## config.mk

```make
export PLATFORM = sky130hd
export DESIGN_NAME = ysyx_22050019_pipe_stage_flat
export DESIGN_NICKNAME = d
export VERILOG_FILES = /design/src/rtl/ysyx_22050019_pipe_stage_if.sv /design/src/rtl/ysyx_22050019_pipe_stage.sv /design/src/flat_wrapper.sv
export SDC_FILE = /design/constraint.sdc
export NUM_CORES = 2
export LEC_CHECK = 0
export BUFFER_PORTS_ARGS = -buffer_cell sky130_fd_sc_hd__buf_2
export CAP_MARGIN = 25
export CORE_AREA = 2 2 287 289
export CTS_BUF_LIST = sky130_fd_sc_hd__clkbuf_16
export DETAILED_ROUTE_END_ITERATION = 8
export DIE_AREA = 0 0 289 291
export PLACE_DENSITY = 0.71
export REMOVE_ABC_BUFFERS = 1
export SLEW_MARGIN = 20
export SYNTH_ARGS = -nofsm -noshare
export SYNTH_HDL_FRONTEND = slang
export SYNTH_SLANG_ARGS = --single-unit
```

## constraint.sdc

```tcl
create_clock -name clk -period 5.5 [get_ports clk]
set_clock_uncertainty 0.1 [all_clocks]
set_input_delay 1.375 -clock clk [delete_from_list [all_inputs] [get_ports clk]]
set_output_delay 1.375 -clock clk [all_outputs]
set_load 0.1 [all_outputs]
```

## src/rtl/ysyx_22050019_pipe_stage_if.sv

```systemverilog
// ysyx_22050019_pipe_stage_if : valid/ready beat bundle (payload, commit bit, debug sideband)
// rev 1.0
`default_nettype none

interface ysyx_22050019_pipe_stage_if #(
   parameter int DATA_W = 256,
   parameter int DBG_W  = 96
);
   logic              valid;
   logic              ready;
   logic [DATA_W-1:0] data;
   logic              commit;
   logic [DBG_W-1:0]  dbg;

   modport master (output valid, data, commit, dbg, input ready);
   modport slave  (input valid, data, commit, dbg, output ready);
endinterface

`default_nettype wire

```

## src/rtl/ysyx_22050019_pipe_stage.sv

```systemverilog
// ysyx_22050019_pipe_stage : valid/ready pipeline register with optional skid entry and bubble counter
// rev 1.0
`default_nettype none

module ysyx_22050019_pipe_stage #(
   parameter int DATA_W      = 256,
   parameter int DBG_W       = 96,
   parameter int SKID        = 1,
   parameter int ZERO_BUBBLE = 1,
   parameter int CNT_W       = 32
) (
   input  logic                         clk,
   input  logic                         rst_n,
   ysyx_22050019_pipe_stage_if.slave    up_i,
   ysyx_22050019_pipe_stage_if.master   dn_o,
   input  logic                         flush_i,
   output logic [1:0]                   occupancy_o,
   output logic [CNT_W-1:0]             bubble_cnt_o
);

   typedef enum logic [1:0] {
      ST_EMPTY = 2'd0,
      ST_ONE   = 2'd1,
      ST_FULL  = 2'd2
   } state_e;

   state_e              state_q, state_d;
   logic [DATA_W-1:0]   main_data_q, main_data_d;
   logic                main_commit_q, main_commit_d;
   logic [DATA_W-1:0]   skid_data_q, skid_data_d;
   logic                skid_commit_q, skid_commit_d;
   logic [DBG_W-1:0]    skid_dbg_q, skid_dbg_d;
   logic [DBG_W-1:0]    dbg_q, dbg_d;
   logic [CNT_W-1:0]    bubble_q, bubble_d;

   logic main_valid;
   logic in_ready;
   logic acc_in;
   logic acc_out;

   assign main_valid = (state_q != ST_EMPTY);

   // Skid mode decodes ready from state flops only, cutting the out_ready->in_ready path.
   generate
      if (SKID != 0) begin : g_ready_skid
         assign in_ready = !rst_n && (state_q != ST_FULL);
      end else begin : g_ready_comb
         assign in_ready = !rst_n && (!main_valid || dn_o.ready);
      end
   endgenerate

   assign up_i.ready = in_ready;
   assign acc_in     = up_i.valid && in_ready;
   assign acc_out    = main_valid && dn_o.ready;

   always_comb begin
      state_d       = state_q;
      main_data_d   = main_data_q;
      main_commit_d = main_commit_q;
      skid_data_d   = skid_data_q;
      skid_commit_d = skid_commit_q;
      skid_dbg_d    = skid_dbg_q;
      dbg_d         = dbg_q;
      bubble_d      = bubble_q;

      if (dn_o.ready && !main_valid && !flush_i && (bubble_q != '1)) begin
         bubble_d = bubble_q + CNT_W'(1);
      end

      if (flush_i) begin
         state_d = ST_EMPTY;
         dbg_d   = up_i.dbg;
      end else begin
         unique case (state_q)
            ST_EMPTY: begin
               if (acc_in) begin
                  state_d       = ST_ONE;
                  main_data_d   = up_i.data;
                  main_commit_d = up_i.commit;
                  dbg_d         = up_i.dbg;
               end
            end
            ST_ONE: begin
               // Without a skid entry an accept here always coincides with a drain.
               if (acc_in && (acc_out || SKID == 0)) begin
                  main_data_d   = up_i.data;
                  main_commit_d = up_i.commit;
                  dbg_d         = up_i.dbg;
               end else if (acc_in) begin
                  state_d       = ST_FULL;
                  skid_data_d   = up_i.data;
                  skid_commit_d = up_i.commit;
                  skid_dbg_d    = up_i.dbg;
               end else if (acc_out) begin
                  state_d = ST_EMPTY;
               end
            end
            ST_FULL: begin
               if (acc_out) begin
                  state_d       = ST_ONE;
                  main_data_d   = skid_data_q;
                  main_commit_d = skid_commit_q;
                  dbg_d         = skid_dbg_q;
               end
            end
            default: state_d = ST_EMPTY;
         endcase
      end
   end

   always_ff @(posedge clk) begin
      if (rst_n) begin
         state_q       <= ST_EMPTY;
         main_data_q   <= '0;
         main_commit_q <= 1'b0;
         skid_data_q   <= '0;
         skid_commit_q <= 1'b0;
         skid_dbg_q    <= '0;
         dbg_q         <= '0;
         bubble_q      <= '0;
      end else begin
         state_q       <= state_d;
         main_data_q   <= main_data_d;
         main_commit_q <= main_commit_d;
         skid_data_q   <= skid_data_d;
         skid_commit_q <= skid_commit_d;
         skid_dbg_q    <= skid_dbg_d;
         dbg_q         <= dbg_d;
         bubble_q      <= bubble_d;
      end
   end

   generate
      if (ZERO_BUBBLE != 0) begin : g_zero_bubble
         assign dn_o.data = main_valid ? main_data_q : '0;
      end else begin : g_hold_data
         assign dn_o.data = main_data_q;
      end
   endgenerate

   assign dn_o.valid   = main_valid;
   assign dn_o.commit  = main_valid && main_commit_q;
   assign dn_o.dbg     = dbg_q;
   assign occupancy_o  = state_q;
   assign bubble_cnt_o = bubble_q;

endmodule

`default_nettype wire

```

## src/flat_wrapper.sv

```systemverilog
// flat-port wrapper written by rule: the top's interface ports become plain ports
module ysyx_22050019_pipe_stage_flat 
#(
   parameter int DATA_W      = 256,
   parameter int DBG_W       = 96,
   parameter int SKID        = 1,
   parameter int ZERO_BUBBLE = 1,
   parameter int CNT_W       = 32
)
  (clk, rst_n, flush_i, occupancy_o, bubble_cnt_o, up_i_valid, up_i_data, up_i_commit, up_i_dbg, up_i_ready, dn_o_valid, dn_o_data, dn_o_commit, dn_o_dbg, dn_o_ready);
  ysyx_22050019_pipe_stage_if #(.DATA_W(DATA_W), .DBG_W(DBG_W)) up_i_i ();
  ysyx_22050019_pipe_stage_if #(.DATA_W(DATA_W), .DBG_W(DBG_W)) dn_o_i ();
  input  logic clk;
  input  logic rst_n;
  input  logic flush_i;
  output logic [1:0] occupancy_o;
  output logic [CNT_W-1:0] bubble_cnt_o;
  input wire logic [$bits(up_i_i.valid)-1:0] up_i_valid;
  input wire logic [$bits(up_i_i.data)-1:0] up_i_data;
  input wire logic [$bits(up_i_i.commit)-1:0] up_i_commit;
  input wire logic [$bits(up_i_i.dbg)-1:0] up_i_dbg;
  output wire logic [$bits(up_i_i.ready)-1:0] up_i_ready;
  output wire logic [$bits(dn_o_i.valid)-1:0] dn_o_valid;
  output wire logic [$bits(dn_o_i.data)-1:0] dn_o_data;
  output wire logic [$bits(dn_o_i.commit)-1:0] dn_o_commit;
  output wire logic [$bits(dn_o_i.dbg)-1:0] dn_o_dbg;
  input wire logic [$bits(dn_o_i.ready)-1:0] dn_o_ready;
  assign up_i_i.valid = up_i_valid;
  assign up_i_i.data = up_i_data;
  assign up_i_i.commit = up_i_commit;
  assign up_i_i.dbg = up_i_dbg;
  assign up_i_ready = up_i_i.ready;
  assign dn_o_valid = dn_o_i.valid;
  assign dn_o_data = dn_o_i.data;
  assign dn_o_commit = dn_o_i.commit;
  assign dn_o_dbg = dn_o_i.dbg;
  assign dn_o_i.ready = dn_o_ready;
  ysyx_22050019_pipe_stage #(.DATA_W(DATA_W), .DBG_W(DBG_W), .SKID(SKID), .ZERO_BUBBLE(ZERO_BUBBLE), .CNT_W(CNT_W)) u_core (.clk(clk), .rst_n(rst_n), .up_i(up_i_i), .dn_o(dn_o_i), .flush_i(flush_i), .occupancy_o(occupancy_o), .bubble_cnt_o(bubble_cnt_o));
endmodule
```

**Yosys cells after proc, flatten, opt, wreduce, memory -nomap -nowiden**

Cells that the tools add are included.
W data, S select, Z words.

- Register bits after elaboration: 740
- Input port bits: 358
- Output and inout bits: 389

- Add/subtract/negate cells: 1
- Bitwise operators: 2
- Reductions and logical operators: 20
- Muxes and demuxes: 20
- Equal/unequal tests: 12

Operator list:

| operator | number |
|---|---|
| $mux W256 | 4 |
| $pmux W256 S3 | 1 |
| $mux W96 | 4 |
| $pmux W96 S3 | 1 |
| $add A32 B1 Y32 const B | 1 |
| $ne A32 B32 Y1 const B | 1 |
| $reduce_and A4 Y1 | 3 |
| $mux W2 | 5 |
| $ne A3 B2 Y1 const B | 3 |
| $logic_and A1 B1 Y1 | 8 |
| $ne A2 B1 Y1 const B | 3 |
| $pmux W2 S3 | 1 |
| $reduce_and A5 Y1 | 1 |
| $ne A2 B2 Y1 const B | 2 |
| $reduce_bool A4 Y1 | 1 |
| $logic_not A1 Y1 | 3 |
| $mux W1 | 3 |
| $ne A3 B1 Y1 const B | 1 |
| $pmux W1 S3 | 1 |
| $reduce_bool A3 Y1 | 1 |
| $eq A2 B1 Y1 const B | 1 |
| $eq A2 B2 Y1 const B | 1 |
| $logic_not A2 Y1 | 1 |
| $not A1 Y1 | 2 |
| other kinds (2) | 2 |

**Depth between registers and ports, before layout**

- Word-level depth: 7
- Gate-level depth with buffers: 11

**Worst setup path before layout**

Ideal clock, no wire load.

- Kind: reg-to-output
- Start point: reg u_core.state_q[0] (netlist: u_core.occupancy_o[0])
- End point: out dn_o_data[225]
- Stages on the path, launching flop included: 7
- Slack: 0.727 ns
- Data required time: 4.025 ns
- Arrival: 3.298 ns
- Cells stage by stage: dfxtp_1 -> inv_1 -> ha_1 -> clkbuf_1 -> clkbuf_1 -> buf_1 -> nor2_1

- Word-level cells in the longest chain between the ends: 2

RTL lines:

| item | RTL line | source |
|---|---|---|
| start, declared | ysyx_22050019_pipe_stage.sv:27 | `state_e state_q, state_d;` |
| start signal, assigned | ysyx_22050019_pipe_stage.sv:122 | `state_q <= state_d;` |
| $reduce_bool A2 Y1 | ysyx_22050019_pipe_stage.sv:41 | `assign main_valid = (state_q != ST_EMPTY);` |
| $mux W256 | ysyx_22050019_pipe_stage.sv:135 | `assign dn_o.data = main_valid ? main_data_q : '0;` |
| end, declared | flat_wrapper.sv:24 | `output wire logic [$bits(dn_o_i.data)-1:0] dn_o_data;` |

No other way between the ends.

**Worst setup path after layout**

- Start point: reg u_core.state_q[0] (netlist: u_core.occupancy_o[0])
- End point: out dn_o_data[110]

The elaborated chain is that of the path after synthesis.

==> metrics.yaml <==
run_status:
  status: "finished, final reports clean"
grt:
  grt_antenna_before_repair: 46
  grt-ovfl-total: 0
  grt_max_degree: 204
  grt_pass1_wl_um: 153000
  grt_pass1_vias: 27800
  grt_util_all_layers: 0.222
sta:
  setup_slack_ns: 1.22
  setup_tns_ns: 0
  rsz0062_at_grt: "false"
  final_max_slew_viol_count: 0
  worst_pin_slew_ns: 1.10
  hold_violations: 0
  setup_viol: 0
  fin_crit_sh: 0.778
  min_period_ns: 4.28
  slew_headroom: 0.264
  timing.fmax_mhz: 234
cells_and_area:
  nFillCells: 7980
  nets: 4819
  final_common_cell: "buf_2"
  final_cell_mix: "745 x buf_2, 740 x dfxtp_1, 727 x nand2_1"
  fin_util: 0.478
  multiInputGateArea_um2: 14600
  area_growth_pct: 21.9
  stdcell_area_um2: 38800
  layout-drive-gt1-share: 0.206
  regArea_um2: 14800
clock_tree:
  cts_buffers: 81
  worstSkewPairLatency_ns: 0.62
  cts_setup_buffers: 0
  root_buffer: "clkbuf_16"
  path_clk_slew_ns: 0.06
  hold_buffers: 0
  cts_max_level: 3
  clock_sinks: 740
  post_cts_resized: 0
  cts_buffer_depth: 3
  tritoncts: "yes"
place:
  place_area_um2: 36200
  port-buffer-count: 746
  place_congestion: 0.858
  pre_cts_ws_ns: 1.43
  dpl.hpwl_um: 62800
floorplan:
  rows: 105
  core_area_um2: 81200
  die_area_um2: 84100
  die_y_um: 291
  ios: 747
  initial_utilization: 0.392
  die_x_um: 289
yosys:
  ys_ff_latch: 740
  synth_edf_count: 0
  syn_area_um2: 31800
  synth-compound-area-share: 0.223
  synth.avg_cell_area_um2: 8.03
  yosysSeqAreaShare: 0.466
  synthXorXnorAreaFrac: 0
  synth_top_family_by_area: "compound AO/OA/AOI/OAI gates"
  syn_inst: 3958
  yosys_warnings: 0
  synthSimpleGateAreaFrac: 0.201
  muxShareOfSynthArea: 0.0313
  ys.flop_type: "dfxtp_1"
  synthArstFlopShare: 0
  ys_types: 40
  synth_fa_ha_area_frac: 0.00197
setup_path:
  cp_slowest_cell: "ha_4"
  worstReg2RegEnd: "u_core.dn_o.dbg[94]"
  cp_data_arrival_time_ns: 2.80
  reg2reg_depth: 7
  crit_path_start: "u_core.occupancy_o[0]"
  crit_path_end: "dn_o_data[110]"
  critical_path_class: "reg2out"
  r2r_start: "u_core.occupancy_o[0]"
  cp-start-kind: "flip-flop"
  critPathMaxStageDelay_ns: 0.69
  rrSetupSlack_ns: 2.18
  cp_max_fo: 80
  end_kind: "output port"
  required_ns: 4.03
  crit_chain: "inv_1, ha_4, buf_12, nor2_1, buf_2"
drt:
  drc: 0
  drtIter0Drc: 1993
  drtAntennaViolNets: 0
  drtPass1Iterations: 5
  vias: 30100
  wl_per_cell_um: 17.7
  wl_um: 99400
  avgViaCountPerCell: 5.35
power_and_ir_drop:
  power_w: 0.0126
  leakage_nw: 15.6
  seqPwrFrac: 0.449
  internal-power_w: 0.00892
  swShare: 0.291
  irDropWorstVdd_mv: 0.296
  pwr-share-clk: 0.413
  power_frac_comb: 0.138
  p_switching_w: 0.00365
  powerDensity_nw_per_um2: 324
run:
  cap_violations: 0
min_path:
  hold_class: "reg2reg"
## synthesized netlist by cell type, types with 2 or more instances
master    instances  share of area
nor4_1            3        0.00059
and2_1            2        0.00039
nor2b_1         262          0.052
dfxtp_1         740           0.47
clkbuf_1        359          0.042
mux2i_1          96          0.030
a21o_1            2        0.00047
nand2_1         727          0.086
inv_1           266          0.031
o31ai_1          19         0.0045
ha_1              5         0.0020
nor2_1          266          0.031
o21ai_0           9         0.0014
and4_1            2        0.00055
a21oi_1         382          0.060
nand4_1          10         0.0020
nor3_1          104          0.016
a221oi_1        257          0.071
mux2_2            3         0.0011
buf_1            20         0.0024
buf_2             4        0.00063
or4_1            18         0.0042
nand3_1          12         0.0019
and3_1            3        0.00059
nand2b_1          2        0.00039
a211oi_1        357          0.084
or3_1            11         0.0022
or2_2             5        0.00098
## sequential cells by signal (all words and copies together), names as in the netlist
name and count:
u_core.main_data_q 256, u_core.skid_data_q 256, u_core.bubble_cnt_o 32, u_core.skid_dbg_q 96, u_core.occupancy_o 2, u_core.skid_commit_q 1
u_core.dn_o.dbg 96, u_core.main_commit_q 1
## metrics by stage
step	cells	hold WS, ns
2_1_floorplan	3575	0.330
3_3_place_gp	5443	0.341
3_5_place_dp	5443	0.346
4_1_cts	5593	0.354
5_1_grt	5622	0.365
6_report	5629	0.352
## layer usage
layer	part of all wire	routed length, um	vias up	GRT usage
li1	-	-	14700	-
met1	0.40	39800	14200	0.267
met2	0.47	46800	903	0.359
met3	0.081	8060	232	0.0648
met4	0.046	4540	26	0.112
met5	0.0015	147	-	0
## critical path: cells and delay by family (launching register included)
family	cells	cell delay [ns]
adder cells (fa/ha/maj)	1	0.69
buffers and inverters	3	0.93
flip-flops	1	0.34
AND/OR/NAND/NOR	1	0.12
## cell type report
| type | count | area share |
|---|---|---|
| Sequential cell | 740 | 0.382 |
| Multi-Input combinational cell | 2569 | 0.377 |
| Timing Repair Buffer | 798 | 0.113 |
| Clock buffer | 81 | 0.0523 |
| Tap cell | 1070 | 0.0345 |
| Inverter | 266 | 0.0258 |
| Clock inverter | 69 | 0.0128 |
| Antenna cell | 36 | 0.00232 |
## worst min-delay path by stage
stage / from / to / depth (start not counted)
after detailed placement: u_core.skid_dbg_q[15] / u_core.skid_dbg_q[15] / 2
after CTS: u_core.skid_dbg_q[51] / u_core.skid_dbg_q[51] / 2
final: u_core.skid_dbg_q[32] / u_core.skid_dbg_q[32] / 2
after global routing: u_core.skid_dbg_q[30] / u_core.skid_dbg_q[30] / 2
after floorplan: u_core.skid_dbg_q[0] / u_core.skid_dbg_q[0] / 2
after global placement: u_core.skid_dbg_q[70] / u_core.skid_dbg_q[70] / 2
## power by group through the flow
stage / Combinational [W] / Clock [W] / Sequential (W)
final: 0.00173 / 0.00519 / 0.00565
after global routing: 0.00185 / 0.00551 / 0.00567
after detailed placement: 0.00173 / 0 / 0.00577
after global placement: 0.00171 / 0 / 0.00576
after CTS: 0.00174 / 0.00529 / 0.00565
after floorplan: 0.000770 / 0 / 0.00619
## cell families (layout without fill, tap and decap cells)
family / count (synthesis) / after routing
adders and majority gates: 5 / 5
and+or+nand+nor: 1433 / 1433
AOI/OAI and AO/OA: 1032 / 1032
other: 0 / 36
buffers and inverters: 649 / 1214
muxes: 99 / 99
DFF: 740 / 740
(Power assumes the default switching activity.)
